`src/rtl/arith_pipe_hs.sv`:
```
// arith_pipe_hs: 3-stage F = ((A+B)+(C-D))*D pipeline, valid/ready on both sides, tag sideband.
// Define ARITH_PIPE_STATS_EN to add saturating acc_cnt/stall_cnt statistics ports.
module arith_pipe_hs #(
    parameter int W     = 10,
    parameter int TAG_W = 4,
    parameter int CNT_W = 16
) (
    input  logic             clk,
    input  logic             rst,
    input  logic             in_valid,
    output logic             in_ready,
    input  logic [W-1:0]     A,
    input  logic [W-1:0]     B,
    input  logic [W-1:0]     C,
    input  logic [W-1:0]     D,
    input  logic [TAG_W-1:0] in_tag,
    output logic             out_valid,
    input  logic             out_ready,
    output logic [W-1:0]     F,
    output logic [TAG_W-1:0] out_tag
`ifdef ARITH_PIPE_STATS_EN
    ,
    output logic [CNT_W-1:0] acc_cnt,
    output logic [CNT_W-1:0] stall_cnt
`endif
);

    function automatic logic [W-1:0] mul_lo(input logic [W-1:0] a, input logic [W-1:0] b);
        logic [2*W-1:0] p;
        p = {{W{1'b0}}, a} * {{W{1'b0}}, b};
        return p[W-1:0];
    endfunction

    function automatic logic [CNT_W-1:0] sat_inc(input logic [CNT_W-1:0] c);
        return (&c) ? c : c + 1'b1;
    endfunction

    logic             vld_p1, vld_p2, vld_p3;
    logic             en_p1, en_p2, en_p3;
    logic [W-1:0]     x1_p1, x2_p1, d_p1;
    logic [W-1:0]     x3_p2, d_p2;
    logic [TAG_W-1:0] tag_p1, tag_p2;

    // A stage may load whenever it is empty or its contents move on this cycle.
    assign en_p3     = !vld_p3 || out_ready;
    assign en_p2     = !vld_p2 || en_p3;
    assign en_p1     = !vld_p1 || en_p2;
    assign in_ready  = en_p1;
    assign out_valid = vld_p3;

    // Stage 1: A+B and C-D (wraps modulo 2^W)
    always_ff @(posedge clk) begin
        if (rst) begin
            vld_p1 <= 1'b0;
            x1_p1  <= '0;
            x2_p1  <= '0;
            d_p1   <= '0;
            tag_p1 <= '0;
        end else if (en_p1) begin
            vld_p1 <= in_valid;
            if (in_valid) begin
                x1_p1  <= A + B;
                x2_p1  <= C - D;
                d_p1   <= D;
                tag_p1 <= in_tag;
            end
        end
    end

    // Stage 2: combine partial sums
    always_ff @(posedge clk) begin
        if (rst) begin
            vld_p2 <= 1'b0;
            x3_p2  <= '0;
            d_p2   <= '0;
            tag_p2 <= '0;
        end else if (en_p2) begin
            vld_p2 <= vld_p1;
            if (vld_p1) begin
                x3_p2  <= x1_p1 + x2_p1;
                d_p2   <= d_p1;
                tag_p2 <= tag_p1;
            end
        end
    end

    // Stage 3: multiply; F/out_tag hold while the consumer stalls
    always_ff @(posedge clk) begin
        if (rst) begin
            vld_p3  <= 1'b0;
            F       <= '0;
            out_tag <= '0;
        end else if (en_p3) begin
            vld_p3 <= vld_p2;
            if (vld_p2) begin
                F       <= mul_lo(x3_p2, d_p2);
                out_tag <= tag_p2;
            end
        end
    end

`ifdef ARITH_PIPE_STATS_EN
    always_ff @(posedge clk) begin
        if (rst) begin
            acc_cnt   <= '0;
            stall_cnt <= '0;
        end else begin
            if (in_valid && in_ready)
                acc_cnt <= sat_inc(acc_cnt);
            if (out_valid && !out_ready)
                stall_cnt <= sat_inc(stall_cnt);
        end
    end
`endif

endmodule

```
`config.mk`:
```
export PLATFORM = sky130hd
export DESIGN_NAME = arith_pipe_hs
export DESIGN_NICKNAME = d
export VERILOG_FILES = /design/src/rtl/arith_pipe_hs.sv
export SDC_FILE = /design/constraint.sdc
export NUM_CORES = 1
export LEC_CHECK = 0
export ABC_AREA = 0
export CORE_MARGIN = 8
export CORE_UTILIZATION = 38
export DETAILED_ROUTE_END_ITERATION = 8
export HOLD_SLACK_MARGIN = 0.1
export PLACE_DENSITY = 0.65
export SLEW_MARGIN = 40
export SYNTH_ARGS = -nofsm -noshare
export SYNTH_HDL_FRONTEND = slang
export SYNTH_SLANG_ARGS = --single-unit
export TNS_END_PERCENT = 1
```
`constraint.sdc`:
```
create_clock -name clk -period 4.4 [get_ports clk]
set_input_delay 0.44 -clock clk [delete_from_list [all_inputs] [get_ports clk]]
set_output_delay 0.44 -clock clk [all_outputs]
set_load 0.01 [all_outputs]
```
==> metrics <==
status finished, final reports clean; Top delay family on crit path adder cells; post-synth top area share 28.9%; initial drt markers 156; initial core utilization 39.1%; io pins 64; worst r2r src d_p2[3]; sw frac 26.5%; Setup crit start d_p2[3]; Worst Hold Launch F[5]; final hold vios 0; antenna viol nets, final 0; LEAKAGE 0.00277 uW; post-DR vias/cell 4.86; # diodes 0; largest family of logic cells by synthesized area adder cells; # DRC 0; post-synthesis net count 764; RePlAce Congestion 0.845; Max VDD drop 0.186 mV; Final #Nets 831; area leader, netlist dfxtp_1; first-pass GRT wire length 20.5 mm; Max Slew Vio Count 0; Row Count 42; Max Fanout on Critical Path 4; Setup Viol. Count Final 0; FF+latch count, synth 75; synth top area cells dfxtp_1 29%, ha_1 12%, nand2_1 10%; startpoint types register; Port Buffers 63; Async S/R FF share, synth 0%; CTS max path bufs 2; main flop type after synthesis dfxtp_1; Setup Skew 0.00833 ns; Post-synth EDFFs 0; number of global-route vias before repair 4,426; post-synthesis adder-cell area fraction 21.9%; clk_lat worst skew 0.34 ns; Rel. slew slack 64.0%; total number of vias 4,316; Die W 133 um; critical path class register to register; Core Footprint 0.0133 mm2; clock slew at reported path FFs 0.06 ns; Max Freq 236 MHz; GR Overflow Total 0; Req. time, crit path 4.67 ns; share of layout cells above drive strength 1 9.41%; CP endpoint kind register; 1st-pass router iterations 4; largest net degree at the start of global routing 55; Synth Instances 640; Syn Area/Cell 8.12 um2; Netlist Area Pre-Place 0.00520 mm2; hpwl dp 9.56 mm; htree depth 3; worst-margin pin slew 0.540 ns; placed insts 870; clock sink count 75; TritonCTS clock tree yes; Psw 493 uW; root buf cell clkbuf_16; mux contribution to synthesized area 0%; CP arrival 4.50 ns; Pwr per Cell Area 287 mW/mm2; Tot Pwr 1860 uW; Compound-Gate Fraction of Synth Area 14.9%; Synth Area in XOR/XNOR 7.10%; post-synthesis sequential area ratio 28.9%; max_cap viols 0; Comb power frac 17.3%; period utilization 96.2%; Wirelength per Cell 13.6 um; CP cell instances buf_6, nand2_1, fa_1, inv_1, ha_1, ha_1, inv_1, fa_1, inv_1, fa_1, ha_4, nand2_1, o21ai_1, or4_1, a31oi_1, xnor2_1, nand2_1, a21oi_2; crit path time final 4.23 ns; post-synth cell types 48; CP max stage cell fa_1; Seq pwr share 39.9%; clock power share 42.8%; total CTS buffers 9; fillers 1,285; initial antenna violation count 0; Yosys warnings 0; Buf/Inv on CP 4; die area 0.0177 mm2; RSZ-0062 raised after global routing false; Detailed Route WL 12.1 mm; CP max stage delay 0.54 ns; count leader, synth nand2_1; Total GRT Usage 13.9%; Pint 1370 uW; TNS Setup 0 ns; Die H 133 um; area delta synth->final 24.8%; Cell Count, Final, Fillers Out 888; HP Class register to register; Post-synth top cells 145 x nand2_1, 77 x a21oi_1, 75 x dfxtp_1; Synth Area in Simple Gates 21.0%
==> layout make-up <==
class / count / area [um2] / area share [%]
Multi-Input combinational cell: 483 / 3430 / 52.9
Inverter: 53 / 199 / 3.07
Tap cell: 176 / 220 / 3.40
Timing Repair Buffer: 85 / 802 / 12.4
Sequential cell: 75 / 1510 / 23.3
Clock inverter: 6 / 88.8 / 1.37
Clock buffer: 10 / 229 / 3.53
==> what timing repair did <==
item | 4_1_cts | 5_1_grt
setup buffers | 0 | 2
cloned | 0 | 0
endpoints found under the setup margin | 1 | 2
hold buffers | 0 | 0
pin swaps | 5 | 22
resized for setup | 2 | 19
==> cell families (layout without fill, tap and decap cells) <==
family                   count (synthesis)  in the layout
XOR/XNOR                                39             39
buffers and inverters                   82            154
flip-flops                              75             75
adder cells (fa/ha/maj)                 76             76
AND/OR/NAND/NOR                        238            238
AO/OA/AOI/OAI                          130            130
==> worst register-to-register path, cell delays in order (launching register included) <==
cell and delay, ns:
dfxtp_4 0.36, buf_6 0.10, nand2_1 0.07, fa_1 0.54
inv_1 0.04, ha_1 0.28, ha_1 0.28, inv_1 0.05
fa_1 0.53, inv_1 0.05, fa_1 0.52, ha_4 0.22
nand2_1 0.05, o21ai_1 0.07, or4_1 0.42, a31oi_1 0.22
xnor2_1 0.14, nand2_1 0.08, a21oi_2 0.15
==> cell usage in the layout (no fill, tap or decap), drive strengths merged, types with 2 or more instances in the layout <==
cell / count
a211oi: 7
a21o: 6
a21oi: 77
a31o: 2
a31oi: 4
and2: 21
buf: 23
bufinv: 2
clkbuf: 10
clkdlybuf4s50: 62
clkinvlp: 2
dfxtp: 75
fa: 25
ha: 51
inv: 54
nand2: 145
nand2b: 12
nand3: 5
nand3b: 6
nor2: 19
nor2b: 11
nor3: 7
nor4: 2
o21a: 3
o21ai: 19
o21bai: 2
o31ai: 4
or3: 4
or4: 3
xnor2: 26
xnor3: 2
xor2: 11
==> routing by layer <==
metal	global-route usage (%)	wire (um)	up-vias
met4	6.62	318	0
met1	16.1	5470	1973
met5	0	0	-
li1	-	-	2244
met2	24.2	5810	78
met3	2.88	505	21
==> stage by stage <==
stage	worst slack [ns]	instance area (um2)	util, %	hold WS [ns]
2_1_floorplan	0.0245	5200	-	0.432
3_3_place_gp	-0.0289	6080	45.7	0.442
3_5_place_dp	-0.0769	6080	45.7	0.444
4_1_cts	0.00864	6400	48.1	0.453
5_1_grt	0.0103	6480	48.8	0.473
6_report	0.166	6480	48.8	0.449
==> final timing paths <==
kind / cells after the start / slack [ns] / to
setup reg to reg: 18 / 0.17 / F[9]
hold / removal: 2 / 0.45 / F[5]
hold reg to reg: 2 / 0.45 / F[5]
setup / recovery: 18 / 0.17 / F[9]
==> registers in the layout, indices dropped and copies added (netlist names), 4 cells and up <==
signal	flops
F	10
d_p1	10
d_p2	10
x1_p1	10
x2_p1	10
x3_p2	10
out_tag	4
tag_p1	4
tag_p2	4
==> power groups by stage <==
stage / sequential [uW] / combinational (uW) / clock (uW)
finish: 743 / 323 / 796
global route: 748 / 361 / 840
CTS: 743 / 322 / 810
detailed placement: 758 / 319 / 0
global placement: 756 / 311 / 0
floorplan: 748 / 216 / 0
Power figures use the tool's default switching activity.
